===== src/rtl/wb_board_io.sv =====
// rtl/wb_board_io.sv - Wishbone board I/O: LEDs with blink, debounced push-buttons with edge capture and irq.
module wb_board_io #(
  parameter int NUM_LED         = 2,
  parameter int NUM_PB          = 1,
  parameter int DEBOUNCE_CYCLES = 24000,
  parameter int BLINK_DIV       = 6000000,
  parameter bit LED_ACTIVE_LOW  = 1'b0,
  parameter bit PB_ACTIVE_LOW   = 1'b1
) (
  input  logic                wb_clk_i,
  input  logic                wb_rst_i,
  input  logic [4:0]          wb_adr_i,
  input  logic [31:0]         wb_dat_i,
  input  logic [3:0]          wb_sel_i,
  input  logic                wb_we_i,
  input  logic                wb_cyc_i,
  input  logic                wb_stb_i,
  output logic [31:0]         wb_dat_o,
  output logic                wb_ack_o,
  output logic                irq_o,
  output logic [NUM_LED-1:0]  led_o,
  input  logic [NUM_PB-1:0]   pb_i
);

  localparam int CW = (DEBOUNCE_CYCLES > 2) ? $clog2(DEBOUNCE_CYCLES) : 1;
  localparam int PW = (BLINK_DIV > 2) ? $clog2(BLINK_DIV) : 1;
  localparam logic [CW-1:0] CNT_MAX = CW'(DEBOUNCE_CYCLES - 1);
  localparam logic [PW-1:0] PRE_MAX = PW'(BLINK_DIV - 1);

  logic                ack_q, ack_d;
  logic [31:0]         dat_q, dat_d;
  logic [NUM_LED-1:0]  led_out_q, led_out_d;
  logic [NUM_LED-1:0]  led_blink_q, led_blink_d;
  logic [NUM_LED-1:0]  led_q, led_d;
  logic [NUM_PB-1:0]   irq_en_q, irq_en_d;
  logic [NUM_PB-1:0]   pb_edge_q, pb_edge_d;
  logic [NUM_PB-1:0]   sync1_q, sync2_q;
  logic [NUM_PB-1:0]   deb_q, deb_d;
  logic [NUM_PB-1:0]   pb_accept, pb_rise, pb_clr;
  logic [PW-1:0]       pre_q, pre_d;
  logic                phase_q, phase_d;
  logic                irq_q, irq_d;

  logic        req, wr;
  logic [2:0]  widx;
  logic [31:0] wmask, rdata;
  logic        unused_adr;

  // A request is blocked in the cycle right after an ack, so a held strobe acks every other cycle.
  assign req        = wb_cyc_i & wb_stb_i & ~ack_q;
  assign wr         = req & wb_we_i;
  assign widx       = wb_adr_i[4:2];
  assign wmask      = {{8{wb_sel_i[3]}}, {8{wb_sel_i[2]}}, {8{wb_sel_i[1]}}, {8{wb_sel_i[0]}}};
  assign unused_adr = ^wb_adr_i[1:0];

  function automatic logic [31:0] merge(input logic [31:0] old, input logic [31:0] d,
                                        input logic [31:0] m);
    return (old & ~m) | (d & m);
  endfunction

  always_comb begin
    rdata = '0;
    case (widx)
      3'd0: rdata = 32'(led_out_q);
      3'd1: rdata = 32'(led_blink_q);
      3'd2: rdata = 32'(deb_q);
      3'd3: rdata = 32'(pb_edge_q);
      3'd4: rdata = 32'(irq_en_q);
      3'd5: rdata = {8'h00, 8'(NUM_PB), 8'(NUM_LED), 8'h01};
      default: rdata = '0;
    endcase
  end

  for (genvar gi = 0; gi < NUM_PB; gi++) begin : g_pb
    logic [CW-1:0] cnt_q;
    logic          differ;
    assign differ        = sync2_q[gi] ^ deb_q[gi];
    assign pb_accept[gi] = differ && (cnt_q == CNT_MAX);
    always_ff @(posedge wb_clk_i) begin
      if (wb_rst_i || !differ || pb_accept[gi]) cnt_q <= '0;
      else                                      cnt_q <= cnt_q + 1'b1;
    end
  end

  assign pb_rise = pb_accept & sync2_q;
  assign pb_clr  = (wr && widx == 3'd3) ? NUM_PB'(wb_dat_i & wmask) : '0;

  always_comb begin
    ack_d       = req;
    dat_d       = req ? rdata : '0;
    led_out_d   = (wr && widx == 3'd0) ? NUM_LED'(merge(32'(led_out_q), wb_dat_i, wmask)) : led_out_q;
    led_blink_d = (wr && widx == 3'd1) ? NUM_LED'(merge(32'(led_blink_q), wb_dat_i, wmask)) : led_blink_q;
    irq_en_d    = (wr && widx == 3'd4) ? NUM_PB'(merge(32'(irq_en_q), wb_dat_i, wmask)) : irq_en_q;
    // A press landing on the same cycle as its W1C must not be lost.
    pb_edge_d   = (pb_edge_q & ~pb_clr) | pb_rise;
    deb_d       = (deb_q & ~pb_accept) | (sync2_q & pb_accept);
    pre_d       = (pre_q == PRE_MAX) ? '0 : pre_q + 1'b1;
    phase_d     = phase_q ^ (pre_q == PRE_MAX);
    led_d       = (led_out_q & (~led_blink_q | {NUM_LED{phase_q}})) ^ {NUM_LED{LED_ACTIVE_LOW}};
    irq_d       = |(pb_edge_q & irq_en_q);
  end

  always_ff @(posedge wb_clk_i) begin
    if (wb_rst_i) begin
      ack_q       <= 1'b0;
      dat_q       <= '0;
      led_out_q   <= '0;
      led_blink_q <= '0;
      irq_en_q    <= '0;
      pb_edge_q   <= '0;
      sync1_q     <= '0;
      sync2_q     <= '0;
      deb_q       <= '0;
      pre_q       <= '0;
      phase_q     <= 1'b0;
      led_q       <= {NUM_LED{LED_ACTIVE_LOW}};
      irq_q       <= 1'b0;
    end else begin
      ack_q       <= ack_d;
      dat_q       <= dat_d;
      led_out_q   <= led_out_d;
      led_blink_q <= led_blink_d;
      irq_en_q    <= irq_en_d;
      pb_edge_q   <= pb_edge_d;
      sync1_q     <= pb_i ^ {NUM_PB{PB_ACTIVE_LOW}};
      sync2_q     <= sync1_q;
      deb_q       <= deb_d;
      pre_q       <= pre_d;
      phase_q     <= phase_d;
      led_q       <= led_d;
      irq_q       <= irq_d;
    end
  end

  assign wb_ack_o = ack_q;
  assign wb_dat_o = dat_q;
  assign irq_o    = irq_q;
  assign led_o    = led_q;

endmodule


===== config.mk =====
export PLATFORM = sky130hd
export DESIGN_NAME = wb_board_io
export DESIGN_NICKNAME = d
export VERILOG_FILES = /design/src/rtl/wb_board_io.sv
export SDC_FILE = /design/constraint.sdc
export NUM_CORES = 1
export LEC_CHECK = 0
export CAP_MARGIN = 40
export CORE_MARGIN = 2
export CORE_UTILIZATION = 50
export CTS_CLUSTER_DIAMETER = 30
export CTS_CLUSTER_SIZE = 20
export DETAILED_ROUTE_END_ITERATION = 10
export GPL_ROUTABILITY_DRIVEN = 0
export PLACE_DENSITY = 0.85
export SLEW_MARGIN = 5
export SYNTH_ARGS = -nofsm -noshare
export SYNTH_HDL_FRONTEND = slang
export SYNTH_SLANG_ARGS = --single-unit

===== constraint.sdc =====
create_clock -name wb_clk_i -period 6.3 [get_ports wb_clk_i]
set_clock_uncertainty 0.2 [all_clocks]
set_input_delay 1.26 -clock wb_clk_i [delete_from_list [all_inputs] [get_ports wb_clk_i]]
set_output_delay 1.26 -clock wb_clk_i [all_outputs]
set_load 0.01 [all_outputs]

Word-level counts from Yosys, hierarchy flattened
Cells that the tools add are included.
- multiplexer cells: 2
- $add $sub $neg: 2
- bitwise operators: 27
- eq/ne operators: 7
- reductions and logical operators: 11
- operators with widths (cell ; count):
    case mux 17 bit (6 select lines) ; 1
    adder 23 x 1 -> 23 bit (second input constant) ; 1
    == test 23 bit (second input constant) ; 1
    adder 15 x 1 -> 15 bit (second input constant) ; 1
    == test 15 bit (second input constant) ; 1
    bitwise AND 1 bit ; 8
    bitwise AND 2 bit ; 4
    == test 3 x 2 -> 1 bit (second input constant) ; 2
    == test 3 bit (second input constant) ; 2
    bitwise OR 2 bit ; 3
    logical AND 1 bit ; 5
    inverter 1 bit ; 5
    inverter 2 bit ; 2
    OR reduction 2 bit ; 2
    == test 3 x 1 -> 1 bit (second input constant) ; 1
    zero test 3 bit ; 1
    bitwise OR 1 bit ; 3
    logical OR 1 bit ; 2
    bitwise XOR 1 bit ; 2
    zero test 1 bit ; 1
    two-way mux 1 bit ; 1
- logic and storage cells: 63
- register bits after elaboration: 84
- input port bits: 47
- output and inout bits: 36

Longest topological paths before layout
Gate-level depths: netlist (run 1).
- word-level depth: 8
- depth in mapped cells: 7
- depth with buffers taken out: 5

Worst setup path before layout (run 1)
OpenSTA, ideal clock, no wires.
- path kind: input to register
- from: in wb_rst_i
- to: reg g_pb[0].cnt_q[11]
- stages: 5
- arrival time: 2147 ps
- path slack: 3889 ps
- path buffers: 3
- data required time: 6036 ps
- cells stage by stage: clkbuf_1 > or3_1 > buf_2 > buf_4 > nor2_1
- longest elaborated chain between the ends: 2
- ends and longest elaborated chain (item ; line ; text):
    start: declaration ; 11 ; input logic wb_rst_i,
    logical OR 1 bit (2 in series) ; 80 ; if (wb_rst_i || !differ || pb_accept[gi]) cnt_q <= '0;
    end signal: assignment ; 81 ; else cnt_q <= cnt_q + 1'b1;
    end: declaration ; 75 ; logic [CW-1:0] cnt_q;
Every way passes these cells.
A chain may end at the register's enable or synchronous reset.

Worst setup path in the final report (run 1)
- from: in wb_rst_i
- to: reg pre_q[4]
- longest elaborated chain between the ends: 1
- ends and longest elaborated chain (item ; line ; text):
    OR reduction 2 bit (no source line) ; n/a ;
    end signal: assignment ; 128 ; pre_q <= pre_d;
    end: declaration ; 40 ; logic [PW-1:0] pre_q, pre_d;
Every way passes these cells.

==> results of run 1 <==
cells in the final DEF (no fill, tap or decap), types with 2 or more instances in the layout:
cell             netlist  layout
nor2b_1                3       3
clkdlybuf4s50_1        0      19
and4_1                 2       2
dfxtp_1               55      55
xnor2_1               24      24
nand4_1                8       8
a21oi_1               10      10
nand2b_1               2       2
and3_1                 6       6
nand4b_1               2       2
nand2_1               12      12
ha_1                   2       2
nor4_1                 9       9
nor3_1                 8       8
conb_1                 1      28
mux2i_1               10      10
nand3_1               14      14
clkbuf_8               0       5
inv_1                 10      10
o21ai_0                7       7
xor2_1                 4       4
nor2_1                47      47
or3_1                  6       6
metal layers:
metal	wire length, um	track usage (%)	up-vias
li1	-	-	987
met1	2020	19.5	878
met2	2370	28.6	34
met3	141	3.44	4
met4	38	4.73	0
met5	0	0	-
where the power goes:
| part | switching, W | total [W] | leakage [nW] | internal, W |
|---|---|---|---|---|
| Combinational | 0.0000197 | 0.0000309 | 0.477 | 0.0000111 |
| Clock | 0.000104 | 0.000220 | 0.0513 | 0.000117 |
| Sequential | 0.00000243 | 0.000353 | 0.444 | 0.000350 |
path summary, 6_finish.rpt:
path | slack, ns | end | from
min | 0.26 | sync2_q | sync1_q
max | 3.40 | pre_q[4] | wb_rst_i
max reg2reg | 3.90 | pre_q[4] | pre_q[3]
min reg2reg | 0.26 | sync2_q | sync1_q
cell type report:
cell class	instances	area, sq um
fillers	438	2250
repair buffers	19	190
inverters	10	37.5
clock inverters	1	30.0
clock buffers	6	72.6
multi-input cells	221	1310
flip-flops and latches	55	1100
well taps	70	87.6
cells in the mapped netlist, drive strengths merged (2+ instances only):
library cell and n:
dfxtp 55, nor2 47, buf 33, xnor2 24, nand3 14, nand2 12
nor4 11, a21oi 10, inv 10, mux2i 10, nand4 9, nor3 8
o21ai 8, and3 6, or3 6, clkbuf 5, xor2 4, nor2b 3
and4 2, ha 2, nand2b 2, nand4b 2
stage by stage:
stage               std cells  total power (W)
floorplan                 324         0.000392
global placement          375         0.000390
detailed placement        375         0.000391
CTS                       382         0.000608
global route              382         0.000629
finish                    382         0.000604
logic make-up (layout without fill, tap and decap cells):
| group | count (synthesis) | count (layout) | synth area share [%] |
|---|---|---|---|
| AOI/OAI and AO/OA | 21 | 21 | 4.47 |
| xor gates and xnor gates | 28 | 28 | 9.41 |
| adders and majority gates | 2 | 2 | 0.960 |
| buffers and inverters | 48 | 36 | 11.4 |
| DFF | 55 | 55 | 42.3 |
| muxes | 11 | 11 | 4.27 |
| other | 1 | 28 | 0.144 |
| and+or+nand+nor | 131 | 131 | 27.1 |
worst reg2reg max path, delay by kind of cell, from the launching register on:
kind               cells  cell delay, ns
and+or+nand+nor        3            1.06
AOI/OAI and AO/OA      1            0.62
DFF                    1            0.40
==> key figures, run 1 <==
Worst hold path
  • Hold Crit Depth: 1
  • HP Class: flop to flop

Worst setup path
  • Critical path's largest stage delay: 0.87 ns
  • Critical Path Stages: 4
  • WP data required: 6.25 ns
  • CP Class: input pin to flop
  • R2r worst-path depth: 4
  • Crit start category: input pin
  • CP max-delay cell: clkdlybuf4s50_1
  • Worst path top cell family by delay: buffers and inverters
  • Cell Chain, Critical Path: clkdlybuf4s50_1, inv_1, o21ai_2, nor2_1
  • Buf/Inv on CP: 2
  • Worst endpoint data arrival time: 2.85 ns
  • CP endpoint kind: flop
  • Max Fanout on Critical Path: 18

Global route
  • Vias in the first global route: 1,785
  • First-pass GRT wire length: 7700 um
  • Total track usage: 16.1%
  • Largest net degree at the start of global routing: 19
  • Initial antenna violation count: 0
  • Global route overflow: 0

Timing
  • Max-slew violations: 0
  • Hold Fails Final Rpt: 0
  • Min cycle time layout: 2.90 ns
  • Count of endpoints failing setup in the final report: 0
  • PnR worst setup slack: 3.40 ns
  • Slew @ Worst Pin: 0.741 ns
  • Final period util: 46.1%
  • WHS: 0.256 ns
  • Relative slew slack: 50.6%
  • Setup TNS: 0 ns
  • FMAX: 344 MHz
  • RSZ-0062 raised after global routing: no

Place
  • Port Buffers: 19
  • Dpl hpwl: 3270 um
  • Placed instance area: 2730 sq um
  • Dpl ws: 3.11 ns

Synth
  • Post-synth top area share: 42.3%
  • Fraction of registers with async set/reset: 0%
  • Seq cells post-synth: 55
  • Netlist cell types: 41
  • Top post-synthesis cells by area: dfxtp_1, buf_4, xnor2_1
  • Mapped cell area: 2600 sq um
  • Cells after Synth: 297
  • Primary FF master, synth: dfxtp_1
  • Mean Syn Cell Area: 8.77 sq um
  • Yosys Warn Count: 0
  • Cell taking the most area after synthesis: dfxtp_1
  • Post-synth EDFFs: 0
  • Register area share after synthesis: 42.3%

Clock tree
  • Resized cells post-CTS: 0
  • Clock latency on the worst-skew pair: 0.30 ns
  • Worst-path clk slew: 0.09 ns
  • Max Root-Sink Buffers: 2
  • CTS Hold Bufs: 0
  • CTS tree: yes
  • Clock sink count: 55
  • CTS H-tree lvls: 2
  • Root buffer cell: clkbuf_8
  • Num CTS Buffers: 5
  • # Post-CTS Setup Buffers: 0

Cells and area
  • Util after Layout: 55.7%
  • Post-layout instance area: 2830 sq um
  • # diodes: 0
  • Nets: 361
  • Area growth, synth to finish: 8.55%
  • Share of layout cells above drive strength 1: 4.49%

Floorplan
  • Die Wd: 76.2 um
  • Die H: 76.2 um
  • Initial Util: 51.3%
  • Die Area: 5800 sq um
  • I/O pins: 83
  • Core region area: 5070 sq um
  • Rows: 26

Drt
  • Post-Route WL: 4570 um
  • Drt pass-1 iters: 5
  • Antenna-violating nets left: 0
  • DRC: 0
  • Vias per cell: 4.98
  • Wire per inst: 12.0 um
  • Routed vias: 1,903
  • Iteration-0 DRC Markers: 71

Power and ir drop
  • P per Cell Area: 214 nW/um^2
  • P_leak: 0.973 nW
  • VDD IR max: 0.127 mV

Run status
  • Run status: complete, no violations

Job
  • Max cap viols: 0
(Power assumes the default switching activity.)
==> run 2, diff against run 1 <==
CORE_UTILIZATION = 42   (was 50)
PLACE_DENSITY = 0.77   (was 0.85)
clock period = 2.5 ns   (was 6.3 ns; I/O delays follow)
==> key figures, run 2 (synthesis gave the netlist of run 1 again) <==
Floorplan
  • Die Area: 6850 sq um
  • I/O pins: 83
  • Core region area: 5960 sq um
  • Initial Util: 43.7%
  • Die Wd: 82.8 um
  • Rows: 28
  • Die H: 82.8 um

Drt
  • Routed vias: 1,937
  • Vias per cell: 4.90
  • Wire per inst: 11.6 um
  • Iteration-0 DRC Markers: 47
  • Drt pass-1 iters: 4
  • Post-Route WL: 4590 um
  • DRC: 0
  • Antenna-violating nets left: 0

Clock tree
  • Clock latency on the worst-skew pair: 0.31 ns
  • Resized cells post-CTS: 0
  • Max Root-Sink Buffers: 2
  • Worst-path clk slew: 0.09 ns
  • Clock sink count: 55
  • CTS H-tree lvls: 2
  • # Post-CTS Setup Buffers: 0
  • Num CTS Buffers: 5
  • CTS tree: yes
  • Root buffer cell: clkbuf_8
  • CTS Hold Bufs: 0

Global route
  • Initial antenna violation count: 0
  • Total track usage: 14.1%
  • Global route overflow: 0
  • First-pass GRT wire length: 7560 um
  • Largest net degree at the start of global routing: 18
  • Vias in the first global route: 1,785

Run status
  • Run status: complete, no violations

Power and ir drop
  • VDD IR max: 0.301 mV
  • P per Cell Area: 538 nW/um^2
  • P_leak: 1.01 nW

Cells and area
  • Nets: 368
  • Area growth, synth to finish: 11.2%
  • Share of layout cells above drive strength 1: 7.19%
  • Util after Layout: 48.6%
  • # diodes: 0
  • Commonest non-fill, non-tap cell in the layout: dfxtp_1
  • Most frequent cells in the layout: dfxtp_1, nor2_1, conb_1, xnor2_1, clkdlybuf4s50_1
  • Post-Layout Cell Count: 395

Worst hold path
  • HP Class: flop to flop

Place
  • Dpl hpwl: 3370 um
  • Placed cell count: 387
  • Port Buffers: 19

Worst setup path
  • Crit start category: flop
  • Worst endpoint data arrival time: 2.17 ns
  • CP Class: flop to flop
  • WP data required: 2.48 ns
  • CP endpoint kind: flop
  • Max Fanout on Critical Path: 15

Timing
  • RSZ-0062 raised after global routing: no
  • Max-slew violations: 0
  • Setup TNS: 0 ns
  • Relative slew slack: 67.1%
  • Count of endpoints failing setup in the final report: 0
  • Final period util: 87.4%
  • FMAX: 458 MHz
  • Slew @ Worst Pin: 0.490 ns
  • Hold Fails Final Rpt: 0
  • Min cycle time layout: 2.18 ns
  • WHS: 0.257 ns

Job
  • Max cap viols: 0
==> run 2: cell types whose count changed in the layout (fill, tap and decap cells not counted) <==
cell / previous run / this run
clkbuf_1: 1 / 0
buf_4: 0 / 7
clkinv_4: 0 / 1
clkinv_2: 0 / 1
==> run 2: path summary, 6_finish.rpt <==
path | slack, ns | from | depth (start not counted) | to
setup / recovery | 0.32 | g_pb[0].cnt_q[9] | 4 | g_pb[0].cnt_q[9]
hold / removal | 0.26 | pre_q[0] | 1 | pre_q[0]
hold reg to reg | 0.26 | pre_q[0] | 1 | pre_q[0]
setup reg to reg | 0.32 | g_pb[0].cnt_q[9] | 4 | g_pb[0].cnt_q[9]
==> run 2: critical path, cell delays in order (launching register included) <==
cell	delay, ns
dfxtp_1	0.36
or4b_1	0.52
nor4_2	0.40
or3_1	0.48
nor2_1	0.10
==> run 2: per-stage QoR <==
step                      cell area, sq um  worst slack, ns  power [W]
after floorplan                       2710            0.534   0.000989
after global placement                2780            0.365   0.000989
after global routing                  2900            0.189    0.00162
after CTS                             2900            0.312    0.00157
after detailed placement              2780            0.338   0.000991
final                                 2900            0.316    0.00156
==> run 2: layout make-up <==
type	count	area (sq um)
fill	550	3060
multi-input combinational	221	1310
sequential	55	1100
timing repair buffer	26	243
tap	75	93.8
clock buffer	5	68.8
clock inverter	3	43.8
inverter	10	37.5
==> run 2: layer usage <==
layer	track usage [%]	vias up	share of wire (%)
met5	0	-	0
met4	3.93	0	0.81
met3	3.26	6	2.9
met2	24.9	27	50
met1	17.1	906	47
li1	-	998	-
==> run 2: where the power goes <==
group          leakage (nW)  internal (W)  total [W]  switching [W]
clock                0.0581      0.000299   0.000588       0.000290
combinational         0.509     0.0000322  0.0000822      0.0000500
sequential            0.444      0.000883   0.000889     0.00000545
==> run 3, diff against run 2 <==
ABC_CLOCK_PERIOD_IN_PS = 2500   (was default)
==> results of run 3 <==
The final DEF is identical to that of run 2; final timing and power are the same.
==> RTL change, RTL diff (flow settings as in run 1) <==
Remove the register `led_q`: a continuous assignment takes its place, so the output `led_o` follows one clock earlier.
--- a/src/rtl/wb_board_io.sv
+++ b/src/rtl/wb_board_io.sv
@@ -113,7 +113,6 @@
       deb_q       <= '0;
       pre_q       <= '0;
       phase_q     <= 1'b0;
-      led_q       <= {NUM_LED{LED_ACTIVE_LOW}};
       irq_q       <= 1'b0;
     end else begin
       ack_q       <= ack_d;
@@ -127,10 +126,11 @@
       deb_q       <= deb_d;
       pre_q       <= pre_d;
       phase_q     <= phase_d;
-      led_q       <= led_d;
       irq_q       <= irq_d;
     end
   end
+
+  assign led_q = led_d;
 
   assign wb_ack_o = ack_q;
   assign wb_dat_o = dat_q;
Function: changed (a bounded check fails within 4 cycles, from zero or initial values and one cycle with wb_rst_i high).
==> RTL change against run 1 <==
  * Wire length fell by 4.2%
  * Clock power is 10% lower
  * Area after synthesis fell by 0.53%
  * Cell area shrank 0.53%
  * Count of clock-buffer cells in the layout is the same
  * Synthesized cell count increased by 0.67%
  * Setup slack got worse by 0.040 ns
  * Total power shrank 6.0%
  * Sequential cell count shrank 2
==> RTL change: results (changes against run 1) <==
layout cells sized above 1=4.42% (-0.071 points); reg2reg start=g_pb[0].cnt_q[2]; clk_lat worst skew=0.31 ns; post-DP HPWL=3220 um (-1.4%); Worst path max stage delay=0.57 ns (-0.30 ns); largest net degree at the start of global routing=22 (+3); nets@finish=365 (+1.1%); leakage power=0.969 nW (-0.43%); post-synthesis sequential area ratio=40.9% (-1.3 points); via count=1966 (+3.3%); Max Clock Freq=340 MHz (-1.4%); Arr. time, crit path=1.48 ns (-1.37 ns); Area contributors post-synth=dfxtp_1 41%, buf_4 8.7%, xnor2_1 6.8%; Root Driver=clkbuf_8; Worst Hold Launch=pre_q[0]; met3 global-route usage=3.91% (+0.47 points); filler instances=451 (+3.0%); status=completed; Max VDD drop=0.000170 V (+33%); All-Layer GR Usage=15.5% (-0.54 points); commonest cells in the netlist=53 x dfxtp_1, 43 x nor2_1, 30 x buf_4, 20 x xnor2_1, 16 x nand3_1; first-pass GRT wire length=7430 um (-3.5%); R2R setup slack=4.15 ns (+0.25 ns); # port buffers=19 (unchanged); Slew @ Worst Pin=0.561 ns (-0.180 ns); crit path from=phase_q; met2 Use GR=27.1% (-1.4 points); CP Max Fanout=3 (-15); WL final=4380 um (-4.2%); antenna violations before repair=0 (unchanged); Yosys warning count=0 (unchanged); Worst-path clk slew=0.09 ns (about the same); met1 Track Usage GR=18.6% (-0.91 points); Iter 0 DRT Violations=83 (+17%); drt first pass iters=4 (-1); Netlist cell types=42 (+2.4%); Max Buffers Root-to-Sink=2 (unchanged); DP Worst Slack=3.13 ns (+0.0173 ns); vias in the first global route=1752 (-1.8%)
[RTL change: changes by cell type in the layout (fill, tap and decap cells not counted), sizes merged, moves of 3 or more]
cell,run 1,this run
a21oi,10,14
mux2i,10,7
nand2,12,15
nor2,47,43
nor4,11,8
o31ai,0,4
or4,1,6
xnor2,24,20
[RTL change: cell type report]
class / count / area, um^2 / area share, %
inverters: 8 / 30.0 / 1.07
flip-flops and latches: 53 / 1060 / 37.7
clock inverters: 2 / 13.8 / 0.489
clock buffers: 6 / 82.6 / 2.94
repair buffers: 20 / 198 / 7.03
well taps: 70 / 87.6 / 3.11
multi-input cells: 228 / 1340 / 47.6
[RTL change: cells by family after synthesis]
kind of cell | share of synthesized area (%)
fa+ha+maj | 0.966
compound gates | 6.71
other cells | 0.145
xor+xnor | 8.79
mux | 3.14
buf+inv | 11.3
simple gates | 28.1
flops | 40.9
[RTL change: worst paths after layout]
| path | end |
|---|---|
| worst min-delay path | pre_q[0] |
| worst max-delay path | led_o[1] |
| worst min register to register | pre_q[0] |
| worst max register to register | g_pb[0].cnt_q[11] |
[RTL change: per-layer routing]
metal / vias to the layer above / part of all wire (%)
li1: 1017 / -
met1: 903 / 46
met4: 0 / 0.94
met5: - / 0
met2: 41 / 49
met3: 5 / 4.0
[RTL change: through the flow]
step / area [um^2] / hold slack, ns / utilization (%) / std cells
global placement: 2720 / 0.224 / 53.9 / 379
global route: 2810 / 0.280 / 55.8 / 387
detailed placement: 2720 / 0.237 / 53.9 / 379
finish: 2810 / 0.249 / 55.8 / 387
CTS: 2810 / 0.255 / 55.8 / 387
floorplan: 2690 / 0.214 / - / 326
[RTL change: report_power, final]
part           switching [W]  internal, W
logic              0.0000189    0.0000115
clock network       0.000108    0.0000892
registers         0.00000204     0.000338
